## config.mk

```make
export PLATFORM = sky130hd
export DESIGN_NAME = keypad_scanner
export DESIGN_NICKNAME = d
export VERILOG_FILES = /design/src/rtl/input_pkg.sv /design/src/rtl/sync_2ff.sv /design/src/rtl/keypad_scanner.sv
export SDC_FILE = /design/constraint.sdc
export NUM_CORES = 1
export LEC_CHECK = 0
export BUFFER_PORTS_ARGS = -buffer_cell sky130_fd_sc_hd__buf_2
export CAP_MARGIN = 20
export CORE_MARGIN = 3
export CORE_UTILIZATION = 55
export DETAILED_ROUTE_END_ITERATION = 16
export PLACE_DENSITY = 0.74
export SYNTH_ARGS = -nofsm -noshare
export SYNTH_HDL_FRONTEND = slang
export SYNTH_SLANG_ARGS = --single-unit
```

## constraint.sdc

```tcl
create_clock -name clock -period 4.55 [get_ports clock]
set_clock_uncertainty 0.15 [all_clocks]
set_input_delay 0.2275 -clock clock [delete_from_list [all_inputs] [get_ports clock]]
set_output_delay 0.2275 -clock clock [all_outputs]
set_load 0.1 [all_outputs]
```

## src/rtl/input_pkg.sv

```systemverilog
// Shared keypad geometry and key indexing, used by the scanner and the edge detector.
package input_pkg;

    localparam int KEY_ROWS  = 4;
    localparam int KEY_COLS  = 4;
    localparam int KEY_COUNT = KEY_ROWS * KEY_COLS;

    typedef logic [KEY_COUNT-1:0]        key_vec_t;
    typedef logic [$clog2(KEY_ROWS)-1:0] row_idx_t;

    // Flat bit position of the key at (row, col) in a key vector.
    function automatic int unsigned key_idx(input int unsigned row, input int unsigned col);
        return row * KEY_COLS + col;
    endfunction

endpackage

```

## src/rtl/sync_2ff.sv

```systemverilog
// Two-flop synchronizer for asynchronous pad inputs; reset value is selectable
// so active-low inputs can come out of reset in their idle state.
module sync_2ff #(
    parameter int               WIDTH   = 1,
    parameter logic [WIDTH-1:0] RST_VAL = '0
) (
    input  logic             i_clk,
    input  logic             i_rst_n,
    input  logic [WIDTH-1:0] i_d,
    output logic [WIDTH-1:0] o_q
);

    logic [WIDTH-1:0] r_meta;
    logic [WIDTH-1:0] r_sync;

    // First stage may go metastable; second stage gives it a full cycle to resolve.
    always_ff @(posedge i_clk or negedge i_rst_n) begin
        if (!i_rst_n) begin
            r_meta <= RST_VAL;
            r_sync <= RST_VAL;
        end else begin
            r_meta <= i_d;
            r_sync <= r_meta;
        end
    end

    assign o_q = r_sync;

endmodule

```

## src/rtl/keypad_scanner.sv

```systemverilog
// 4x4 keypad row scanner with whole-frame debouncing, plus per-button
// debouncing of discrete push buttons. Outputs are clean synchronous levels.
module keypad_scanner
    import input_pkg::*;
#(
    parameter int SCAN_DIV       = 1000,
    parameter int DEBOUNCE_SCANS = 4,
    parameter int NUM_BUTTONS    = 5
) (
    input  logic                   clock,
    input  logic                   reset_n,
    input  logic [KEY_COLS-1:0]    col_in,
    input  logic [NUM_BUTTONS-1:0] button_raw,
    output logic [KEY_ROWS-1:0]    row_out,
    output logic [KEY_COUNT-1:0]   keyboard,
    output logic [NUM_BUTTONS-1:0] button,
    output logic                   frame_tick
);

    localparam int DIV_W = $clog2(SCAN_DIV);
    localparam int CNT_W = $clog2(DEBOUNCE_SCANS + 1);
    localparam logic [DIV_W-1:0] DIV_LAST = DIV_W'(SCAN_DIV - 1);
    localparam logic [CNT_W-1:0] CNT_MAX  = CNT_W'(DEBOUNCE_SCANS);
    localparam logic [CNT_W-1:0] CNT_ONE  = CNT_W'(1);
    localparam row_idx_t         ROW_LAST = row_idx_t'(KEY_ROWS - 1);

    logic [KEY_COLS-1:0]    w_col_sync;
    logic [NUM_BUTTONS-1:0] w_btn_sync;
    logic                   w_sample;
    logic                   w_frame_end;
    key_vec_t               w_raw_next;
    logic                   w_frame_same;
    logic [CNT_W-1:0]       w_stable_next;

    logic [DIV_W-1:0]       r_dwell;
    row_idx_t               r_row;
    key_vec_t               r_raw_frame;
    key_vec_t               r_prev_frame;
    logic [CNT_W-1:0]       r_stable_cnt;
    key_vec_t               r_keyboard;
    logic [NUM_BUTTONS-1:0] r_button;
    logic [CNT_W-1:0]       r_btn_cnt [NUM_BUTTONS];
    logic                   r_frame_tick;

    // Columns idle high (pulled up), so their synchronizer resets to all ones.
    sync_2ff #(
        .WIDTH   (KEY_COLS),
        .RST_VAL ({KEY_COLS{1'b1}})
    ) u_sync_col (
        .i_clk   (clock),
        .i_rst_n (reset_n),
        .i_d     (col_in),
        .o_q     (w_col_sync)
    );

    sync_2ff #(
        .WIDTH   (NUM_BUTTONS),
        .RST_VAL ('0)
    ) u_sync_btn (
        .i_clk   (clock),
        .i_rst_n (reset_n),
        .i_d     (button_raw),
        .o_q     (w_btn_sync)
    );

    // Columns are sampled on the last dwell cycle so they have settled after the row change.
    assign w_sample    = (r_dwell == DIV_LAST);
    assign w_frame_end = w_sample && (r_row == ROW_LAST);

    // Drive exactly one row low; changes the cycle after the dwell counter wraps.
    assign row_out = ~({{(KEY_ROWS-1){1'b0}}, 1'b1} << r_row);

    // Raw frame with the current row's columns merged in, so the frame-end
    // evaluation sees row 3 in the same cycle it is sampled.
    always_comb begin
        w_raw_next = r_raw_frame;
        if (w_sample) begin
            for (int r = 0; r < KEY_ROWS; r++) begin
                if (r_row == row_idx_t'(r)) begin
                    w_raw_next[key_idx(r, 0) +: KEY_COLS] = ~w_col_sync;
                end
            end
        end
    end

    // A changed frame restarts the stability count at one; a repeat saturates it.
    always_comb begin
        w_frame_same  = (w_raw_next == r_prev_frame);
        w_stable_next = CNT_ONE;
        if (w_frame_same) begin
            w_stable_next = (r_stable_cnt == CNT_MAX) ? CNT_MAX : r_stable_cnt + CNT_ONE;
        end
    end

    // Dwell counter and row index; the row advances each time the dwell wraps.
    always_ff @(posedge clock or negedge reset_n) begin
        if (!reset_n) begin
            r_dwell <= '0;
            r_row   <= '0;
        end else if (w_sample) begin
            r_dwell <= '0;
            r_row   <= r_row + 1'b1;
        end else begin
            r_dwell <= r_dwell + 1'b1;
        end
    end

    // Capture the active row's inverted columns into the raw frame buffer.
    always_ff @(posedge clock or negedge reset_n) begin
        if (!reset_n) begin
            r_raw_frame <= '0;
        end else if (w_sample) begin
            r_raw_frame <= w_raw_next;
        end
    end

    // One-cycle pulse marking the cycle in which a completed frame is committed.
    always_ff @(posedge clock or negedge reset_n) begin
        if (!reset_n) begin
            r_frame_tick <= 1'b0;
        end else begin
            r_frame_tick <= w_frame_end;
        end
    end

    // Whole-frame debounce: the keyboard only updates at a frame end, once the
    // same frame has been seen DEBOUNCE_SCANS times in a row.
    always_ff @(posedge clock or negedge reset_n) begin
        if (!reset_n) begin
            r_prev_frame <= '0;
            r_stable_cnt <= '0;
            r_keyboard   <= '0;
        end else if (w_frame_end) begin
            r_stable_cnt <= w_stable_next;
            if (!w_frame_same) begin
                r_prev_frame <= w_raw_next;
            end
            if (w_stable_next == CNT_MAX) begin
                r_keyboard <= w_raw_next;
            end
        end
    end

    // Per-button debounce: toggle after DEBOUNCE_SCANS consecutive frames of disagreement.
    always_ff @(posedge clock or negedge reset_n) begin
        if (!reset_n) begin
            r_button <= '0;
            for (int i = 0; i < NUM_BUTTONS; i++) begin
                r_btn_cnt[i] <= '0;
            end
        end else if (w_frame_end) begin
            for (int i = 0; i < NUM_BUTTONS; i++) begin
                if (w_btn_sync[i] != r_button[i]) begin
                    if (r_btn_cnt[i] == CNT_MAX - CNT_ONE) begin
                        r_button[i]  <= ~r_button[i];
                        r_btn_cnt[i] <= '0;
                    end else begin
                        r_btn_cnt[i] <= r_btn_cnt[i] + CNT_ONE;
                    end
                end else begin
                    r_btn_cnt[i] <= '0;
                end
            end
        end
    end

    assign keyboard   = r_keyboard;
    assign button     = r_button;
    assign frame_tick = r_frame_tick;

endmodule

```

* Word-level counts from Yosys, hierarchy flattened *
Cells that the tools add are included.

word-level totals
  bits in registers = 102
  latch bits = 0
  RAM bits = 0
  ROM bits = 0
  input port bits = 11
  output and inout port bits = 26
  logic and storage cells = 82
  memories kept = 0

cells by class
  add/sub/neg operators = 8
  multipliers = 0
  div/mod/pow operators = 0
  $lt $le $gt $ge = 0
  eq/ne operators = 17
  shift operators = 1
  multiplexer cells = 18
  bitwise gates (word level) = 8
  reduce and logical (&&, ||, !) cells = 9

operators by type and width
  operator                                                            count
  3-bit 2-to-1 mux                                                    12
  3-bit by 1-bit adder with 3-bit output (second input constant)      6
  16-bit == test                                                      1
  16-bit 2-to-1 mux                                                   1
  4-bit 2-to-1 mux                                                    4
  3-bit by 2-bit == test with 1-bit output (second input constant)    5
  3-bit AND reduction                                                 5
  10-bit by 1-bit adder with 10-bit output (second input constant)    1
  10-bit == test (second input constant)                              1
  10-bit 2-to-1 mux                                                   1
  4-bit inverter                                                      2
  3-bit == test (second input constant)                               2
  1-bit inverter                                                      6
  1-bit inequality test                                               5
  2-bit == test (second input constant)                               2
  2-bit AND reduction                                                 2
  1-bit by 2-bit left shift with 4-bit output (first input constant)  1
  2-bit by 1-bit adder with 2-bit output (second input constant)      1
  2-bit by 1-bit == test with 1-bit output (second input constant)    1
  2-bit logical NOT                                                   1
  1-bit logical AND                                                   1

* Longest topological paths before layout *
  depth in word-level cells = 7
  mapped depth = 11
  depth with buffers taken out = 9

* By module *
From an unflattened synthesis, not the netlist that was laid out.

unflattened totals
  cell total of the unflattened synthesis = 413
  area total of the unflattened synthesis = 4734.5 sq um

by module, submodules not included
  module                  instances  cells an instance  area an instance (sq um)
  keypad_scanner          1          395                4274.1
  sync_2ff at u_sync_btn  1          10                 250.2
  sync_2ff at u_sync_col  1          8                  210.2

* Worst setup path after synthesis *
Ideal clock, no wire load.

  path kind = flip-flop to flip-flop
  start = reg r_row[0]
  end = reg r_prev_frame[10]
  data arrival time = 3494 ps
  required time = 4275 ps
  slack = 781 ps
  cell stages (with the launch flop) = 11
  path buffers = 1
  period minus slack after synthesis = 3769 ps
  path through = dfrtp_1 > inv_1 > ha_1 > inv_1 > nor4_2 > mux2i_1 > nand4_1 > or4_4 > o21ai_4 > buf_12 > mux2_4

between the ends
  word-level cells in the longest chain between the ends = 6
  elaborated cells between the ends (all ways) = 13
  those cells by class = eq/ne (4); mux (5); bitwise (1); reduce/logical (3)

ends and longest elaborated chain
  what                                                                    line                   source
  start, declared                                                         keypad_scanner.sv:36   row_idx_t r_row;
  start signal, assigned                                                  keypad_scanner.sv:102  r_row <= r_row + 1'b1;
  2-bit by 1-bit == test with 1-bit output, or another cell as far along  keypad_scanner.sv:79   if (r_row == row_idx_t'(r)) begin
  4-bit 2-to-1 mux                                                        keypad_scanner.sv:79
  16-bit 2-to-1 mux                                                       keypad_scanner.sv:77   if (w_sample) begin
  16-bit == test                                                          keypad_scanner.sv:88   w_frame_same = (w_raw_next == r_prev_frame);
  1-bit inverter (no source line)                                         --
  2-bit AND reduction (no source line)                                    --
  end signal, assigned                                                    keypad_scanner.sv:136  r_prev_frame <= w_raw_next;
  end, declared                                                           keypad_scanner.sv:38   key_vec_t r_prev_frame;

Parallel ways exist; a longest one is shown, timed or not.
A chain may end at the register's enable or synchronous reset.

* Final worst setup path *
  start = reg r_dwell[0]
  end = reg r_prev_frame[0]

between the ends
  word-level cells in the longest chain between the ends = 5
  elaborated cells between the ends (all ways) = 6
  those cells by class = eq/ne (2); mux (1); bitwise (1); reduce/logical (2)

ends and longest elaborated chain
  what                                  line                   source
  start, declared                       keypad_scanner.sv:35   logic [DIV_W-1:0] r_dwell;
  start signal, assigned                keypad_scanner.sv:104  r_dwell <= r_dwell + 1'b1;
  10-bit == test (*)                    keypad_scanner.sv:67   assign w_sample = (r_dwell == DIV_LAST);
  16-bit 2-to-1 mux                     keypad_scanner.sv:77
  16-bit == test                        keypad_scanner.sv:88
  1-bit inverter (no source line)       --
  2-bit AND reduction (no source line)  --

Every way passes the cells marked *; elsewhere a longest branch is shown, timed or not.

==> impl_metrics.yaml <==
critical_path:
  cp.arrival_ns: 3.80
  start_kind: "flip-flop"
  slowest_delay_ns: 0.59
  cp-end-kind: "flip-flop"
  cp_max_fo: 16
  crit_type: "flip-flop to flip-flop"
  cp.required_ns: 4.66
  cp_slowest_cell: "o21ai_4"
  r2r_cells: 8
  path_cells: "ha_1, nand4b_4, nor3_4, o22ai_1, or3_4, or4_4, o21ai_4, mux2_2"
sta:
  fmax_mhz: 271
  worst_slew_pin_slew_ns: 0.689
  fin_ws_ns: 0.858
  final_hold_viol_count: 0
  period_minus_slack_ns: 3.69
  fin_crit_sh: 0.811
  setup_viol: 0
  report.final.slew_viol_count: 0
  maxSlewHeadroom: 0.539
  rsz0062_at_grt: "false"
  final.setup.tns_ns: 0
run:
  drv_cap: 0
grt:
  antenna_found_initial: 0
  grt_pass1_vias: 3286
  overflow: 0
  grt_pass1_wl_mm: 16.0
  grt_max_degree: 53
  track_usage: 0.207
route:
  drtAntennaViolNets: 0
  viasPerCell: 5.63
  drtPass1Iterations: 5
  drt_iter0_markers: 237
  num_vias: 3177
  drc_errors: 0
  wl_mm: 9.11
  wl_per_cell_um: 16.1
floorplan:
  die_area_sq_mm: 0.00960
  rows: 32
  fp.dieH_um: 98.0
  ios: 37
  core-area_sq_mm: 0.00797
  start_util: 0.584
  die_w_um: 98.0
yosys:
  ys_seq_elements: 102
  syn_nets: 429
  synth_top_area_cell: "dfrtp_1"
  synth-seq-area-share: 0.550
  yosys_warnings: 0
  synth_most_common_cell: "dfrtp_1"
  yosys_most_used_dff: "dfrtp_1"
  ys_types: 56
  synth_area_per_cell_sq_um: 11.5
  netlist_area_sq_mm: 0.00466
  synth_top_area_share: 0.505
  synth.top_cells.by_count: "dfrtp_1, nand2_1, inv_1"
  synth_top_cells_by_area: "dfrtp_1, mux2_2, dfstp_2"
  synthArstFlopShare: 1.00
  synth_edf_count: 0
  synth_cells: 406
placement:
  pre_cts_slack_ns: 0.897
  io_buffer_count: 36
  place.gp.congestion: 1.01
  place.detailed.hpwl_mm: 6.31
final_layout:
  nNetsFinal: 480
  diodes: 0
  register_area_sq_mm: 0.00256
  syn_to_final_growth_pct: 12.6
  drive_above_1_share: 0.236
  multi_input_area_sq_mm: 0.00193
  fill_cells: 635
cts:
  numCtsBuffers: 9
  cts-root-buf: "clkbuf_8"
  tritoncts: "done"
  clock_sinks: 102
  clockBufferDepth: 2
  clock_latency_ns: 0.37
  htree_levels: 3
  clkSlewWorstSetupHoldPaths_ns: 0.11
  cts_resized: 0
worst_hold_path:
  hold-path-cell-count: 0
  hp-class: "flip-flop to flip-flop"
power:
  vdd_drop_max_uv: 224
  switching_share: 0.246
  p_sw_mw: 0.374
  pwr-share-clk: 0.368
  power_leakage_nw: 2.70
  intPower_mw: 1.15
  p_seq_frac: 0.607
  p_per_area_mw_per_mm2: 291
  p_comb_frac: 0.025
status:
  status: "finished clean"
-- worst max-delay path, delay by kind of cell (launching register included) --
kind / cells / cell delay [ns]
AOI/OAI and AO/OA: 2 / 0.76
muxes: 1 / 0.41
adders and majority gates: 1 / 0.28
and+or+nand+nor: 4 / 1.57
DFF: 1 / 0.40
-- state kept, by name, summed over array words and instances (netlist names), 2 cells and up --
signal and count:
button 5, u_sync_btn.r_meta 5, u_sync_btn.o_q 5, keyboard 16
r_prev_frame 16, r_btn_cnt 15, r_stable_cnt 3, r_row 2
u_sync_col.r_meta 4, u_sync_col.o_q 4, r_dwell 10, r_raw_frame 16
-- stage by stage --
| stage | cells | hold WS [ns] | area, sq um | power [mW] | utilization |
|---|---|---|---|---|---|
| 2_1_floorplan | 406 | -0.218 | 4660 | 0.948 | - |
| 3_3_place_gp | 538 | 0.131 | 4940 | 0.974 | 0.620 |
| 3_5_place_dp | 538 | 0.144 | 4940 | 0.976 | 0.620 |
| 4_1_cts | 564 | 0.213 | 5240 | 1.54 | 0.658 |
| 5_1_grt | 564 | 0.218 | 5240 | 1.59 | 0.658 |
| 6_report | 564 | 0.212 | 5240 | 1.52 | 0.658 |
-- worst paths after layout --
kind | start | to | slack [ns]
max reg2reg | r_dwell[0]$_DFF_PN0_ | r_prev_frame[0]$_DFFE_PN0P_ | 0.86
min | u_sync_btn.r_meta[4]$_DFF_PN0_ | u_sync_btn.o_q[4]$_DFF_PN0_ | 0.21
max | r_dwell[0]$_DFF_PN0_ | r_prev_frame[0]$_DFFE_PN0P_ | 0.86
max in group asynchronous | reset_n | r_prev_frame[3]$_DFFE_PN0P_ | 2.91
min in group asynchronous | reset_n | r_dwell[8]$_DFF_PN0_ | 0.27
min reg2reg | u_sync_btn.r_meta[4]$_DFF_PN0_ | u_sync_btn.o_q[4]$_DFF_PN0_ | 0.21
-- power groups by stage --
stage	combinational, mW	sequential [mW]	clock [mW]
after global routing	0.0435	0.927	0.618
after detailed placement	0.0326	0.943	0
after floorplan	0.0101	0.938	0
final	0.0375	0.926	0.561
after CTS	0.0392	0.926	0.580
after global placement	0.0316	0.942	0
-- final cells by class --
| type | count | share of cell area |
|---|---|---|
| Tap cell | 102 | 0.0244 |
| Clock buffer | 9 | 0.0236 |
| Multi-Input combinational cell | 264 | 0.368 |
| Timing Repair Buffer | 50 | 0.0597 |
| Inverter | 30 | 0.0215 |
| Clock inverter | 7 | 0.0138 |
| Sequential cell | 102 | 0.489 |
-- cells by family after synthesis --
family / share of synthesized area
xor+xnor: 0.0357
mux: 0.110
compound gates: 0.0903
flops: 0.550
simple gates: 0.144
buf+inv: 0.0368
fa+ha+maj: 0.0322
-- placed cells by master, fill, tap and decap left out, types with 2 or more instances in the layout --
cell type | Yosys | final
a21oi_1 | 16 | 16
a222oi_1 | 3 | 3
a22oi_1 | 2 | 2
and3_1 | 8 | 8
buf_2 | 1 | 35
buf_4 | 1 | 5
clkbuf_8 | 0 | 9
dfrtp_1 | 94 | 94
dfstp_2 | 8 | 8
dlygate4sd3_1 | 0 | 10
ha_1 | 12 | 12
inv_1 | 29 | 29
inv_6 | 0 | 2
inv_8 | 0 | 2
mux2_2 | 27 | 27
mux2_4 | 4 | 4
mux2i_1 | 15 | 15
nand2_1 | 42 | 42
nand2b_1 | 3 | 3
nand3_1 | 10 | 10
nand3b_1 | 2 | 2
nand4_1 | 4 | 4
nor2_1 | 27 | 27
nor2b_1 | 7 | 7
nor3b_1 | 2 | 2
nor4_2 | 1 | 2
o211ai_1 | 2 | 2
o21ai_0 | 28 | 28
o22ai_1 | 2 | 2
o2bb2ai_1 | 2 | 2
xnor2_1 | 13 | 13
xor2_1 | 6 | 6
-- what timing repair did --
action                                 CTS  global route
buffers inserted                         0             0
hold buffers                            10             0
endpoints found under the hold margin   53             0
-- metal layers --
layer	vias to the layer above	routed length, um	track usage
met5	-	0	0
met4	0	121	0.0639
met3	15	412	0.0414
met2	93	4500	0.337
met1	1560	4070	0.281
li1	1509	-	-
No activity file was read; power rests on OpenSTA's default activity.
